`src/rtl/cdc_afifo_wpacker.sv`:
```
// Byte-to-word packer feeding the write port of the async CDC FIFO (wclk domain).
// Bytes fill lanes little-endian; a full word or i_last closes it and it is pushed once the FIFO has room.

module cdc_afifo_wpacker_lane (
  input  logic       i_wclk,
  input  logic       i_nrst,
  input  logic       ld,
  input  logic       clr,
  input  logic [7:0] d,
  output logic [7:0] q,
  output logic       s
);
  always_ff @(posedge i_wclk or negedge i_nrst) begin
    if (!i_nrst) begin
      q <= '0;
      s <= 1'b0;
    end else if (clr) begin
      q <= '0;
      s <= 1'b0;
    end else if (ld) begin
      q <= d;
      s <= 1'b1;
    end
  end
endmodule

module cdc_afifo_wpacker #(
  parameter int dbits = 32
) (
  input  logic                 i_nrst,
  input  logic                 i_wclk,
  input  logic                 i_valid,
  input  logic [7:0]           i_data,
  input  logic                 i_last,
  output logic                 o_ready,
  input  logic                 i_wfull,
  output logic                 o_wr,
  output logic [dbits-1:0]     o_wdata,
  output logic [dbits/8-1:0]   o_wstrb,
  output logic                 o_wlast,
  output logic                 o_busy
);
  localparam int NBYTES = dbits / 8;
  localparam int CW     = $clog2(NBYTES) + 1;

  if ((dbits % 8) != 0 || dbits < 8) begin : g_bad_dbits
    $error("cdc_afifo_wpacker: dbits must be a multiple of 8 and >= 8");
  end

  typedef enum logic {FILL = 1'b0, PUSH = 1'b1} state_t;

  state_t                  state, state_nxt;
  logic [CW-1:0]           cnt;
  logic [NBYTES-1:0][7:0]  data;
  logic [NBYTES-1:0]       strb;
  logic                    last;
  logic                    acc, close, wr_fire;

  assign acc     = (state == FILL) && i_valid;
  assign close   = acc && ((cnt == CW'(NBYTES - 1)) || i_last);
  assign wr_fire = (state == PUSH) && !i_wfull;

  always_ff @(posedge i_wclk or negedge i_nrst) begin
    if (!i_nrst) state <= FILL;
    else         state <= state_nxt;
  end

  always_comb begin
    state_nxt = state;
    case (state)
      FILL: if (close)    state_nxt = PUSH;
      PUSH: if (!i_wfull) state_nxt = FILL;
      default:            state_nxt = FILL;
    endcase
  end

  always_comb begin
    o_ready = (state == FILL) && i_nrst;
    o_wr    = wr_fire;
    o_wdata = data;
    o_wstrb = strb;
    o_wlast = last;
    o_busy  = (state == PUSH) || (cnt != '0);
  end

  // cnt stays on the closing lane until the push so o_busy remains high through PUSH
  always_ff @(posedge i_wclk or negedge i_nrst) begin
    if (!i_nrst) begin
      cnt  <= '0;
      last <= 1'b0;
    end else if (wr_fire) begin
      cnt  <= '0;
      last <= 1'b0;
    end else if (close) begin
      last <= i_last;
    end else if (acc) begin
      cnt  <= cnt + 1'b1;
    end
  end

  for (genvar k = 0; k < NBYTES; k++) begin : g_lane
    cdc_afifo_wpacker_lane u_lane (
      .i_wclk (i_wclk),
      .i_nrst (i_nrst),
      .ld     (acc && (cnt == CW'(k))),
      .clr    (wr_fire),
      .d      (i_data),
      .q      (data[k]),
      .s      (strb[k])
    );
  end
endmodule

```
`config.mk`:
```
export PLATFORM = sky130hd
export DESIGN_NAME = cdc_afifo_wpacker
export DESIGN_NICKNAME = d
export VERILOG_FILES = /design/src/rtl/cdc_afifo_wpacker.sv
export SDC_FILE = /design/constraint.sdc
export NUM_CORES = 1
export LEC_CHECK = 0
export ABC_AREA = 1
export BUFFER_PORTS_ARGS = -buffer_cell sky130_fd_sc_hd__buf_2
export CAP_MARGIN = 25
export CORE_ASPECT_RATIO = 0.5
export CORE_MARGIN = 4
export CORE_UTILIZATION = 50
export DETAILED_ROUTE_END_ITERATION = 10
export PLACE_DENSITY = 0.78
export SLEW_MARGIN = 15
export SYNTH_ARGS = -nofsm -noshare
export SYNTH_HDL_FRONTEND = slang
export SYNTH_HIERARCHICAL = 1
export SYNTH_SLANG_ARGS = --single-unit
```
`constraint.sdc`:
```
create_clock -name i_wclk -period 1.6 [get_ports i_wclk]
set_input_delay 0.4 -clock i_wclk [delete_from_list [all_inputs] [get_ports i_wclk]]
set_output_delay 0.4 -clock i_wclk [all_outputs]
set_load 0.005 [all_outputs]
```
Yosys cells after proc, flatten, opt, wreduce, memory -nomap -nowiden
Index checks and enable logic that the tools add are counted.
{"block": "word_totals", "ram_bits": 0, "latch_bits": 0, "mem_count": 0, "output_inout_bits": 40, "ff_bits": 41, "mem_bits_ro": 0}
{"block": "op_classes", "n_bitwise": 1, "magnitude_cmp": 0, "shift": 0, "add_sub_neg": 1, "n_eq_ne": 4, "n_reduce_logical": 20, "n_mux": 24, "mul": 0, "div_mod_pow": 0}
{"operator": "$mux W8", "count": 8}
{"operator": "$mux W1", "count": 12}
{"operator": "$reduce_bool A2 Y1", "count": 6}
{"operator": "$mux W3", "count": 3}
{"operator": "$logic_and A1 B1 Y1", "count": 8}
{"operator": "$eq A3 B2 Y1 const B", "count": 2}
{"operator": "$add A3 B1 Y3 const B", "count": 1}
{"operator": "$eq A3 B1 Y1 const B", "count": 1}
{"operator": "$logic_not A3 Y1", "count": 1}
{"operator": "$reduce_bool A3 Y1", "count": 1}
{"operator": "$logic_or A1 B1 Y1", "count": 2}
{"operator": "$ne A2 B2 Y1 const B", "count": 1}
{"operator": "$pmux W1 S2", "count": 1}
{"operator": "$reduce_and A2 Y1", "count": 1}
{"operator": "$logic_not A1 Y1", "count": 1}
{"operator": "$not A1 Y1", "count": 1}

Depth between registers and ports, before layout
{"block": "logic_depth", "depth_word": 5, "depth_mapped": 8, "ltp_nobuf": 8}

Modules after synthesis
Netlist, hierarchy kept.
{"mod": "cdc_afifo_wpacker_lane", "area_per_inst_um2": 359.1, "seq_area_each_um2": 225.2, "cells_per_inst": 38, "instances": 4}
{"mod": "cdc_afifo_wpacker", "area_per_inst_um2": 354.1, "seq_area_each_um2": 125.1, "cells_per_inst": 49, "instances": 1}

Worst setup path after synthesis
Ideal clock, no wire load.
{"block": "synth_path", "kind": "input to register", "start": "in i_wfull", "end": "reg g_lane[0].u_lane.q[0]", "setup_ns": 0.117, "path_stages": 6, "setup_slack_ns": 0.216, "t_required_ns": 1.483, "arrival_time_ns": 1.267, "path_buffers": 0, "cell_sequence": "inv_1 -> nand2_1 -> inv_1 -> inv_2 -> nand3_1 -> nand2_1"}
{"block": "synth_via", "elab_chain_len": 3, "word_cells_on_any_way": 4}
{"item": "start, declared", "line": "36", "rtl": "input logic i_wfull,"}
{"item": "$logic_not A1 Y1 *"}
{"item": "$logic_and A1 B1 Y1 *", "line": "61", "rtl": "assign wr_fire = (state == PUSH) && !i_wfull;"}
{"item": "net o_wr", "line": "37", "rtl": "output logic o_wr,"}
{"item": "$mux W8 or $reduce_bool A2 Y1 (tied branches)"}
{"item": "end signal, assigned", "line": "15", "rtl": "q <= '0;"}
{"item": "end signal, assigned", "line": "18", "rtl": "q <= '0;"}
{"item": "end signal, assigned", "line": "21", "rtl": "q <= d;"}
{"item": "end, declared", "line": "10", "rtl": "output logic [7:0] q,"}
Mark *: on every way through the listed nets, which the timed path passes. The rest lies on a longest branch.
A chain may end at the register's enable or synchronous reset.

Final worst setup path
{"block": "layout_path", "start": "reg cnt[0]", "end": "out o_busy"}
{"block": "layout_via", "elab_chain_len": 2}
{"item": "start, declared", "line": "53", "rtl": "logic [CW-1:0] cnt;"}
{"item": "start signal, assigned", "line": "97", "rtl": "cnt <= cnt + 1'b1;"}
{"item": "$reduce_bool A3 Y1", "line": "83", "rtl": "o_busy = (state == PUSH) || (cnt != '0);"}
{"item": "$logic_or A1 B1 Y1", "line": "83"}
{"item": "end, declared", "line": "41", "rtl": "output logic o_busy"}
Every way passes these cells.

==> metrics.cfg <==
[run_status]
status = completed

[run]
cap_violations = 0

[pwr]
power_density_mw_per_mm2 = 1410
vdd_drop_max_v = 0.000608
p_leak_nw = 1.34

[floorplanning]
io_pins = 53
fp.dieH_um = 50.3
start_util_pct = 52.1
dieArea_mm2 = 0.00466
coreArea_mm2 = 0.00343
num_rows = 15
fp.dieW_um = 92.6

[grt]
grt_pass1_wl_um = 6730
grt_antenna_before_repair = 0
grt_pass1_vias = 1462
grt_max_degree = 42
overflow = 0
grt_use_total_pct = 18.7

[synth]
synth_top_cell_area_share_pct = 57.3
ys_seq_elements = 41
yosysSeqAreaShare_pct = 57.3
synth_nets = 219
synth_area_per_cell_um2 = 8.91
yosys_warnings = 6
synth_largest_area_cell = dfrtp_1
syn_inst = 201
netlist_top_cells_area = dfrtp_1, nand2_1, nand3_1
synth.distinct_cells = 14
synth_area_mm2 = 0.00179

[clocking]
cts_buffer_depth = 2
htree_num_levels = 2
holdBufCountCts = 0
cts_tree = done
cts.sinks = 41
cts.clk_slew.worst_paths_ps = 70
worstSkewPairLatency_ps = 290
clock-root-buffer = clkbuf_8
cts_made_buffers = 5

[final_layout]
finish.instance_area_mm2 = 0.00224
drive_above_1_share_pct = 31.8
n_antenna_cell = 0
area_delta_synth_final_pct = 25.3
final_common_cell = nand2_1
fin_cells = 315
mostFrequentLayoutCells = nand2_1, buf_2, dfrtp_1
fin_nets = 281

[placement]
placed_cells = 305
port_buffers = 52
pre_cts_ws_ps = -69.0
dp_hpwl_um = 2920
post_dp_cell_area_mm2 = 0.00212
gp_congestion = 0.810

[timing]
max_freq_mhz = 630
finalHoldViolCount = 0
setup_viol = 0
fin_crit_sh_pct = 99.2
setup_ws_ps = 12.8
slew_headroom_pct = 66.3
final_max_slew_viol_count = 0
finClkSkew_ps = 6.99
rsz0062_at_grt = true
tightest_slew_ps = 505
finalCriticalPeriod_ps = 1590

[worst_setup_path]
timing.rr.end = g_lane[3].u_lane/q[3]
critPathKind = flop to primary output
worst-r2r-cell-count = 7
worstPathArrival_ps = 1190
critPathMaxFanout = 4
r2r_slack_ps = 150
r2r_start = cnt[0]
start_kind = flop
critPathCaptureType = primary output
cp.required_ps = 1200

[drt]
wire_per_inst_um = 12.9
vias = 1503
drc = 0
drtIter0Drc = 44
ant_nets = 0
dr.pass1.iters = 4
wl_um = 4060
viasPerCell = 4.77

[worst_hold_path]
hold_class = primary input to asynchronous set/reset pin

## sequential cells by signal, indices dropped and copies added, names as in the netlist
signal and count:
g_lane.u_lane/s 4, o_wlast 1, state 1, g_lane.u_lane/q 32
cnt 3
## Yosys cell counts, drive strengths merged
library cell / number
nand2: 80
inv: 14
nand3b: 1
o21ai: 1
buf: 4
nor2: 19
dfrtp: 41
nand3: 34
ha: 5
nand4: 2
## per-layer routing
| metal | GRT usage (%) | wire, um | vias to the layer above |
|---|---|---|---|
| met3 | 4.94 | 173 | 5 |
| met4 | 5.11 | 32 | 0 |
| met2 | 33.6 | 2050 | 38 |
| met5 | 0 | 0 | - |
| met1 | 22.6 | 1800 | 703 |
| li1 | - | - | 757 |
## critical path: stages, from the launching register on
cell,delay [ps]
dfrtp_1,420
inv_2,90
ha_1,160
nand3_2,90
buf_2,140
## logic make-up (layout without fill, tap and decap cells)
kind of cell | Yosys count | after routing | share of synthesized area, %
DFF | 41 | 41 | 57.3
AOI/OAI and AO/OA | 1 | 1 | 0.279
buffers and inverters | 18 | 81 | 5.45
adders and majority gates | 5 | 5 | 3.49
and+or+nand+nor | 136 | 136 | 33.5
## layout make-up
class / count / area [um2]
tap: 51 / 63.8
multi-input combinational: 142 / 679
sequential: 41 / 1030
timing repair buffer: 59 / 325
clock buffer: 6 / 82.6
clock inverter: 2 / 13.8
fill: 278 / 1190
inverter: 14 / 52.6
## how the worst max path moves through the flow
stage	from	to	slack [ps]	depth (start not counted)
floorplan	i_wfull	g_lane[0].u_lane/q[0]	220	6
global placement	cnt[0]	g_lane[3].u_lane/q[5]	20	7
detailed placement	cnt[0]	g_lane[3].u_lane/q[3]	-70	7
CTS	cnt[0]	o_busy	3	4
global route	cnt[0]	o_busy	-70	4
finish	cnt[0]	o_busy	10	4
## where the power goes
group	switching [W]	internal [W]
sequential	0.000158	0.00133
clock	0.000353	0.000349
combinational	0.000538	0.000435
## timing repair
item                                    4_1_cts  5_1_grt
setup buffers                                 1        1
resized for setup                             2        3
hold endpoints to repair                      0        0
endpoints found under the setup margin       10        9
cloned                                        0        0
pin swaps                                     0        0
## metrics by stage
step	power, W	TNS [ps]	utilization, %	hold slack, ps
after floorplan	0.00200	0	-	104
after global placement	0.00242	0	61.7	451
after detailed placement	0.00246	-489	61.7	453
after CTS	0.00318	0	64.8	183
after global routing	0.00341	-69.9	65.3	207
final	0.00317	0	65.3	178
Note: power is estimated with default switching activity, not from simulation.
